===== src/rtl/entropy_bus_driver_if.sv =====
`default_nettype none
// ============================================================================
// Module      : entropy_bus_driver_if
// Description : Loader-side sample handshake plus the held entropy bus and
//               its status outputs, bundled for the entropy bus driver.
// Revision    : 1.0 - initial release
// ============================================================================
interface entropy_bus_driver_if #(
    parameter int FIFO_DEPTH = 8
);
    localparam int CW = $clog2(FIFO_DEPTH) + 1;

    logic          sample_valid;
    logic [15:0]   sample_data;
    logic          sample_ready;
    logic          enable;
    logic [15:0]   external_entropy_out;
    logic          entropy_update;
    logic          src_is_lfsr;
    logic [CW-1:0] fifo_count;
    logic [15:0]   underrun_count;

    // Loader / consumer side
    modport master (
        output sample_valid, sample_data, enable,
        input  sample_ready, external_entropy_out, entropy_update,
               src_is_lfsr, fifo_count, underrun_count
    );

    // Driver side
    modport slave (
        input  sample_valid, sample_data, enable,
        output sample_ready, external_entropy_out, entropy_update,
               src_is_lfsr, fifo_count, underrun_count
    );
endinterface
`default_nettype wire


===== src/rtl/entropy_bus_driver.sv =====
`default_nettype none
// ============================================================================
// Module      : entropy_bus_driver
// Description : Buffers loader samples in a FIFO and presents them on a held
//               16-bit entropy bus, refreshed every HOLD_CYCLES cycles. An
//               empty FIFO is covered by a 16-bit Fibonacci LFSR, and each
//               substitution is counted in a saturating underrun counter.
// Revision    : 1.0 - initial release
// ============================================================================
module entropy_bus_driver #(
    parameter int          FIFO_DEPTH  = 8,
    parameter int          HOLD_CYCLES = 4,
    parameter logic [15:0] LFSR_SEED   = 16'hACE1
) (
    input  logic                clk,
    input  logic                rst,
    entropy_bus_driver_if.slave bus
);
    localparam int AW = (FIFO_DEPTH > 1) ? $clog2(FIFO_DEPTH) : 1;
    localparam int CW = $clog2(FIFO_DEPTH) + 1;
    localparam int HW = (HOLD_CYCLES > 1) ? $clog2(HOLD_CYCLES) : 1;

    localparam logic [HW-1:0] c_HOLD_RELOAD = HW'(HOLD_CYCLES - 1);
    localparam logic [CW-1:0] c_DEPTH       = CW'(FIFO_DEPTH);
    // An all-zero seed would lock the LFSR at zero forever
    localparam logic [15:0]   c_SEED        = (LFSR_SEED == 16'h0000) ? 16'h0001 : LFSR_SEED;

    localparam logic [0:0] S_IDLE = 1'b0;
    localparam logic [0:0] S_HOLD = 1'b1;

    logic [15:0]   mem [FIFO_DEPTH];
    logic [AW-1:0] wptr_q, rptr_q;
    logic [CW-1:0] count_q, count_d;
    logic [0:0]    state_q, state_d;
    logic [HW-1:0] hold_q, hold_d;
    logic [15:0]   bus_q, bus_d;
    logic          upd_q, upd_d;
    logic          src_q, src_d;
    logic [15:0]   under_q, under_d;
    logic [15:0]   lfsr_q, lfsr_d;

    logic w_ready, w_push, w_load, w_pop, w_fb;

    // Ready is taken from the registered count only; a full FIFO cannot
    // accept even when a pop happens in the same cycle.
    assign w_ready = (count_q < c_DEPTH);
    assign w_push  = bus.sample_valid && w_ready;
    assign w_load  = bus.enable && ((state_q == S_IDLE) || (hold_q == '0));
    assign w_pop   = w_load && (count_q != '0);
    assign w_fb    = lfsr_q[15] ^ lfsr_q[13] ^ lfsr_q[12] ^ lfsr_q[10];

    // Next-state logic for the hold FSM, bus value, LFSR and counters
    always_comb begin
        state_d = state_q;
        hold_d  = hold_q;
        bus_d   = bus_q;
        upd_d   = 1'b0;
        src_d   = src_q;
        under_d = under_q;
        lfsr_d  = lfsr_q;
        count_d = count_q;

        if (!bus.enable) begin
            state_d = S_IDLE;
        end else if (w_load) begin
            state_d = S_HOLD;
            hold_d  = c_HOLD_RELOAD;
            upd_d   = 1'b1;
            if (w_pop) begin
                bus_d = mem[rptr_q];
                src_d = 1'b0;
            end else begin
                bus_d  = lfsr_q;
                src_d  = 1'b1;
                lfsr_d = {lfsr_q[14:0], w_fb};
                if (under_q != 16'hFFFF) begin
                    under_d = under_q + 16'd1;
                end
            end
        end else begin
            hold_d = hold_q - HW'(1);
        end

        if (w_push && !w_pop) begin
            count_d = count_q + CW'(1);
        end else if (!w_push && w_pop) begin
            count_d = count_q - CW'(1);
        end
    end

    // Sample storage; contents are meaningless until written, so no reset
    always_ff @(posedge clk) begin
        if (w_push) begin
            mem[wptr_q] <= bus.sample_data;
        end
    end

    // State registers with asynchronous reset
    always_ff @(posedge clk or posedge rst) begin
        if (rst) begin
            state_q <= S_IDLE;
            hold_q  <= '0;
            wptr_q  <= '0;
            rptr_q  <= '0;
            count_q <= '0;
            bus_q   <= '0;
            upd_q   <= 1'b0;
            src_q   <= 1'b0;
            under_q <= '0;
            lfsr_q  <= c_SEED;
        end else begin
            state_q <= state_d;
            hold_q  <= hold_d;
            count_q <= count_d;
            bus_q   <= bus_d;
            upd_q   <= upd_d;
            src_q   <= src_d;
            under_q <= under_d;
            lfsr_q  <= lfsr_d;
            if (w_push) begin
                wptr_q <= (wptr_q == AW'(FIFO_DEPTH - 1)) ? '0 : wptr_q + AW'(1);
            end
            if (w_pop) begin
                rptr_q <= (rptr_q == AW'(FIFO_DEPTH - 1)) ? '0 : rptr_q + AW'(1);
            end
        end
    end

    assign bus.sample_ready         = w_ready;
    assign bus.external_entropy_out = bus_q;
    assign bus.entropy_update       = upd_q;
    assign bus.src_is_lfsr          = src_q;
    assign bus.fifo_count           = count_q;
    assign bus.underrun_count       = under_q;
endmodule
`default_nettype wire

===== src/flat_wrapper.sv =====
// flat-port wrapper written by rule: the top's interface ports become plain ports
module entropy_bus_driver_flat 
#(
    parameter int          FIFO_DEPTH  = 8,
    parameter int          HOLD_CYCLES = 4,
    parameter logic [15:0] LFSR_SEED   = 16'hACE1
)
  (clk, rst, bus_sample_valid, bus_sample_data, bus_enable, bus_sample_ready, bus_external_entropy_out, bus_entropy_update, bus_src_is_lfsr, bus_fifo_count, bus_underrun_count);
  entropy_bus_driver_if #(.FIFO_DEPTH(FIFO_DEPTH)) bus_i ();
  input  logic clk;
  input  logic rst;
  input wire logic [$bits(bus_i.sample_valid)-1:0] bus_sample_valid;
  input wire logic [$bits(bus_i.sample_data)-1:0] bus_sample_data;
  input wire logic [$bits(bus_i.enable)-1:0] bus_enable;
  output wire logic [$bits(bus_i.sample_ready)-1:0] bus_sample_ready;
  output wire logic [$bits(bus_i.external_entropy_out)-1:0] bus_external_entropy_out;
  output wire logic [$bits(bus_i.entropy_update)-1:0] bus_entropy_update;
  output wire logic [$bits(bus_i.src_is_lfsr)-1:0] bus_src_is_lfsr;
  output wire logic [$bits(bus_i.fifo_count)-1:0] bus_fifo_count;
  output wire logic [$bits(bus_i.underrun_count)-1:0] bus_underrun_count;
  assign bus_i.sample_valid = bus_sample_valid;
  assign bus_i.sample_data = bus_sample_data;
  assign bus_i.enable = bus_enable;
  assign bus_sample_ready = bus_i.sample_ready;
  assign bus_external_entropy_out = bus_i.external_entropy_out;
  assign bus_entropy_update = bus_i.entropy_update;
  assign bus_src_is_lfsr = bus_i.src_is_lfsr;
  assign bus_fifo_count = bus_i.fifo_count;
  assign bus_underrun_count = bus_i.underrun_count;
  entropy_bus_driver #(.FIFO_DEPTH(FIFO_DEPTH), .HOLD_CYCLES(HOLD_CYCLES), .LFSR_SEED(LFSR_SEED)) u_core (.clk(clk), .rst(rst), .bus(bus_i));
endmodule

===== config.mk =====
export PLATFORM = sky130hd
export DESIGN_NAME = entropy_bus_driver_flat
export DESIGN_NICKNAME = d
export VERILOG_FILES = /design/src/rtl/entropy_bus_driver_if.sv /design/src/rtl/entropy_bus_driver.sv /design/src/flat_wrapper.sv
export SDC_FILE = /design/constraint.sdc
export NUM_CORES = 1
export LEC_CHECK = 0
export CAP_MARGIN = 0
export CORE_MARGIN = 2
export CORE_UTILIZATION = 52
export DETAILED_ROUTE_END_ITERATION = 10
export GPL_ROUTABILITY_DRIVEN = 0
export MAX_ROUTING_LAYER = met4
export PLACE_DENSITY = 0.8
export SYNTH_ARGS = -nofsm -noshare
export SYNTH_HDL_FRONTEND = slang
export SYNTH_SLANG_ARGS = --single-unit

===== constraint.sdc =====
create_clock -name clk -period 2.97 [get_ports clk]
set_clock_uncertainty 0.15 [all_clocks]
set_input_delay 0.594 -clock clk [delete_from_list [all_inputs] [get_ports clk]]
set_output_delay 0.594 -clock clk [all_outputs]
set_load 0.01 [all_outputs]

Word-level counts from Yosys, hierarchy flattened
Memories as Yosys holds them, arrays and structs flattened.
Cells that the tools add are included.
- flip-flop bits (word level): 63
- bits in writable memories: 128
- bits of input ports: 20
- memories kept: 1
- $add $sub $neg: 6
- eq/ne operators: 4
- order comparisons: 1
- reduce and logical (&&, ||, !) cells: 14
- mux-type cells: 13
- bitwise operators: 5
- memory list (name ; words ; width ; read ports ; clocked after Yosys merged registers in ; write ports ; RTL line ; RTL):
    u_core.mem ; 8 ; 16 ; 1 ; 0 ; 1 ; entropy_bus_driver.sv:31 ; logic [15:0] mem [FIFO_DEPTH];
- operators with widths (kind ; number):
    adder 16 x 1 -> 16 bit, second input constant ; 1
    2-to-1 mux 16 bit ; 1
    inequality test 16 bit, second input constant ; 1
    2-to-1 mux 4 bit ; 2
    2-to-1 mux 1 bit ; 7
    adder 3 x 1 -> 3 bit, second input constant ; 2
    == test 3 bit, second input constant ; 2
    2-to-1 mux 3 bit ; 2
    logical AND 1 bit ; 5
    adder 4 x 1 -> 4 bit, second input constant ; 1
    less-than comparator 4 bit, second input constant ; 1
    AND reduction 4 bit ; 1
    nonzero test 4 bit ; 1
    subtractor 4 x 1 -> 4 bit, second input constant ; 1
    AND reduction 3 bit ; 1
    bitwise XOR 1 bit ; 3
    zero test 1 bit ; 2
    zero test 2 bit ; 1
    2-to-1 mux 2 bit ; 1
    inequality test 2 x 1 -> 1 bit, second input constant ; 1
    inverter 1 bit ; 2
    AND reduction 2 bit ; 1
    nonzero test 2 bit ; 1
    subtractor 2 x 1 -> 2 bit, second input constant ; 1
    logical OR 1 bit ; 1

Longest topological paths before layout
- word-level depth: 7
- depth in mapped cells: 14
- depth with buffers taken out: 13

Worst setup path before layout
Ideal clock, no wire load.
- path type: register -> register
- start: register u_core.count_q[3] (netlist: u_core.bus.fifo_count[3])
- end: memory u_core.mem[0][0], enable pin
- cell stages (with the launch flop): 4
- arrival: 2363 ps
- required time: 2390 ps
- setup time: 430 ps
- setup slack: 27 ps
- path through: dfrtp_1 > inv_1 > nand2_1 > nor4_1
- longest elaborated chain between the ends: 4
- ends and longest elaborated chain (item ; RTL line ; RTL):
    start, declared ; entropy_bus_driver.sv:33 ; logic [CW-1:0] count_q, count_d;
    start signal, assigned ; entropy_bus_driver.sv:114 ; count_q <= count_d;
    less-than comparator 4 bit ; entropy_bus_driver.sv:46 ; assign w_ready = (count_q < c_DEPTH);
    net bus_sample_ready ; flat_wrapper.sv:15 ; output wire logic [$bits(bus_i.sample_ready)-1:0] bus_sample_ready;
    logical AND 1 bit ; entropy_bus_driver.sv:47 ; assign w_push = bus.sample_valid && w_ready;
    2-to-1 mux 1 bit ; entropy_bus_driver.sv:93 ; if (w_push) begin
    2-to-1 mux 1 bit (implied by the code) ; entropy_bus_driver.sv:94 ; mem[wptr_q] <= bus.sample_data;
    end, declared ; entropy_bus_driver.sv:31 ;
The timed path passes the listed nets, and every way through them passes these cells.

Worst setup path in the final report
- start: register u_core.count_q[0] (netlist: u_core.bus.fifo_count[0])
- end: register u_core.under_q[15] (netlist: u_core.bus.underrun_count[15])
- longest elaborated chain between the ends: 4
- ends and longest elaborated chain (item ; RTL line ; RTL):
    nonzero test 4 bit ; entropy_bus_driver.sv:49 ; assign w_pop = w_load && (count_q != '0);
    logical AND 1 bit ; entropy_bus_driver.sv:49 ;
    inverter 1 bit (no line) ; -- ;
    AND reduction 4 bit (no line) ; -- ;
    end signal, assigned ; entropy_bus_driver.sv:118 ; under_q <= under_d;
    end, declared ; entropy_bus_driver.sv:39 ; logic [15:0] under_q, under_d;
No other way between the ends.
A chain may end at the register's enable or synchronous reset.

==> impl_metrics.json <==
{
  "r2r-start": "u_core.bus.fifo_count[0]",
  "critPathMaxFanout": 33,
  "drt-total-wl_mm": 14.9,
  "port_buffers": 58,
  "firstDrtPassIters": 5,
  "critPathRequiredTime_ns": 3.14,
  "coreArea_um2": 14500,
  "fin_nets": 623,
  "worstSkewPairLatency_ns": 0.43,
  "grt_pass1_wl_mm": 24.1,
  "crit_arrival_ns": 2.75,
  "hp-start": "u_core.bus.underrun_count[6]",
  "numPlacedInstances": 758,
  "drv_cap": 0,
  "async_flop_share_pct": 33.0,
  "final_common_cell": "edfxtp_1",
  "worst_pin_slew_ns": 0.889,
  "first_global_vias": 4663,
  "synth.distinct_cells": 35,
  "crit_path_start": "u_core.bus.fifo_count[0]",
  "synth_seq_area_share_pct": 70.5,
  "finalHoldViolCount": 0,
  "drive_gt1_share_pct": 14.5,
  "clockBufferDepth": 2,
  "dieArea_um2": 15800,
  "ys_warn_count": 0,
  "area_growth_pct": 19.3,
  "fin_cells": 791,
  "ant_nets": 0,
  "max_stage_delay_ns": 0.47,
  "clk_pin_slew_ns": 0.06,
  "drc_errors": 0,
  "gr-usage-all-layers_pct": 20.5,
  "path_buf_inv": 1,
  "rsz0062_at_grt": "false",
  "dp_hpwl_mm": 8.95,
  "ys_ff_latch": 191,
  "syn_inst": 521,
  "syn_nets": 551,
  "setup_violations": 0,
  "powerDensity_nw_per_um2": 871,
  "nFillCells": 1037,
  "via_count": 4471,
  "overflow": 0,
  "syn_area_um2": 7710,
  "die_w_um": 126,
  "antenna_found_initial": 1,
  "slew_headroom_pct": 40.5,
  "io_pins": 59,
  "cp-start-kind": "flop",
  "dr.first_iter.drc_count": 393,
  "synthFlopType": "edfxtp_1",
  "hold_buffers": 0,
  "row_count": 44,
  "maxSlewViolCount": 0,
  "cpMaxStageDelayCell": "dfrtp_1",
  "cts_resized": 0,
  "cts_tree": "built",
  "synth_edf_count": 128,
  "ir_drop_mv": 0.512,
  "fmax_ghz": 0.387,
  "p_leak_nw": 3.50,
  "most-common-layout-cells": "edfxtp_1 (128), mux2i_1 (64), clkdlybuf4s50_1 (58)",
  "critical-path-top-delay-family": "simple AND/OR/NAND/NOR gates",
  "cts_setup_buffers": 0,
  "synth.avg_cell_area_um2": 14.8,
  "clockRootBuffer": "clkbuf_16",
  "vias_per_cell": 5.65,
  "cts_num_sinks": 191,
  "cp_cell_sequence": "nor4_4 -> buf_4 -> nand3_1 -> a211oi_2 -> nand4_1 -> xnor2_1",
  "start_util_pct": 53.0,
  "grt_max_degree": 43,
  "fin_setup_tns_ns": 0,
  "fin_crit_sh_pct": 86.9,
  "die_height_um": 126,
  "finalCriticalPeriod_ns": 2.58,
  "min-delay-path-class": "reg2reg",
  "critPathCaptureType": "flop",
  "cts_buffers": 17,
  "path_class": "reg2reg",
  "wl_per_cell_um": 18.9,
  "htreeDepth": 4,
  "status": "completed"
}
## worst paths after layout
| kind | to | slack (ns) | depth (start not counted) |
|---|---|---|---|
| min reg2reg | u_core.bus.underrun_count[6] | 0.35 | 1 |
| max reg2reg | u_core.bus.underrun_count[15] | 0.39 | 6 |
| max | u_core.bus.underrun_count[15] | 0.39 | 6 |
| min in group asynchronous | u_core.bus.underrun_count[12] | 0.37 | 2 |
| min | u_core.bus.underrun_count[6] | 0.35 | 1 |
| max in group asynchronous | u_core.lfsr_q[5] | 1.64 | 3 |
## cell families after synthesis
kind of cell             synth area share (%)
buffers and inverters                    1.62
AO/OA/AOI/OAI                            4.90
AND/OR/NAND/NOR                          7.71
multiplexers                             11.1
XOR/XNOR                                 2.50
adder cells (fa/ha/maj)                  1.72
flip-flops                               70.5
## cells in the mapped netlist, drive strengths merged, types with 2 or more instances
master | number | area [µm²]
xor2 | 5 | 43.8
a31oi | 17 | 106
edfxtp | 128 | 3840
nor2 | 23 | 86.3
nand4 | 5 | 31.3
and3 | 5 | 31.3
nand2b | 4 | 25.0
nor2b | 3 | 18.8
dfstp | 8 | 210
ha | 9 | 113
mux2i | 64 | 641
nor4 | 2 | 27.5
nand2 | 49 | 184
and2 | 2 | 12.5
a22oi | 16 | 120
xnor2 | 17 | 149
clkbuf | 16 | 60.1
inv | 7 | 26.3
nand3 | 21 | 105
o21ai | 3 | 15.0
nor3 | 9 | 55.1
a21oi | 18 | 93.8
dfrtp | 55 | 1380
a21o | 3 | 22.5
mux2 | 19 | 214
buf | 8 | 38.8
## metrics by stage
step                      utilization, %  total power [W]  hold WS [ns]  instance area [µm²]  setup slack [ns]
after floorplan                        -          0.00492         0.313                 7710            0.0268
after global placement              59.3          0.00577         0.334                 8620             0.206
after detailed placement            59.3          0.00587         0.351                 8620             0.156
after CTS                           63.2          0.00806         0.360                 9190             0.399
after global routing                63.2          0.00840         0.375                 9190             0.194
final                               63.2          0.00801         0.348                 9190             0.389
## cell type report
type	count	area [µm²]	area share, %
Antenna cell	1	2.50	0.0272
Timing Repair Buffer	77	748	8.14
Clock inverter	14	141	1.54
Inverter	7	26.3	0.286
Multi-Input combinational cell	299	2180	23.7
Clock buffer	18	429	4.67
Sequential cell	191	5430	59.1
Tap cell	184	230	2.50
## sequential cells by signal (all words and copies together), names as in the netlist
name	flops
u_core.mem	128
u_core.bus.external_entropy_out	16
u_core.bus.underrun_count	16
u_core.lfsr_q	16
u_core.bus.fifo_count	4
u_core.rptr_q	3
u_core.wptr_q	3
u_core.hold_q	2
u_core.bus.entropy_update	1
u_core.bus.src_is_lfsr	1
u_core.state_q	1
## routing by layer
layer  share of wire [%]  track usage (%)
met5                   0                -
met4                 1.2             6.59
met3                 5.2             5.14
met2                  50             33.3
met1                  43             25.6
## report_power, final
part	switching (W)	total, W	internal [W]
registers	0.000333	0.00353	0.00320
clock network	0.000949	0.00219	0.00124
logic	0.00123	0.00229	0.00106
total	0.00251	0.00801	0.00550
No activity file was read; power rests on OpenSTA's default activity.
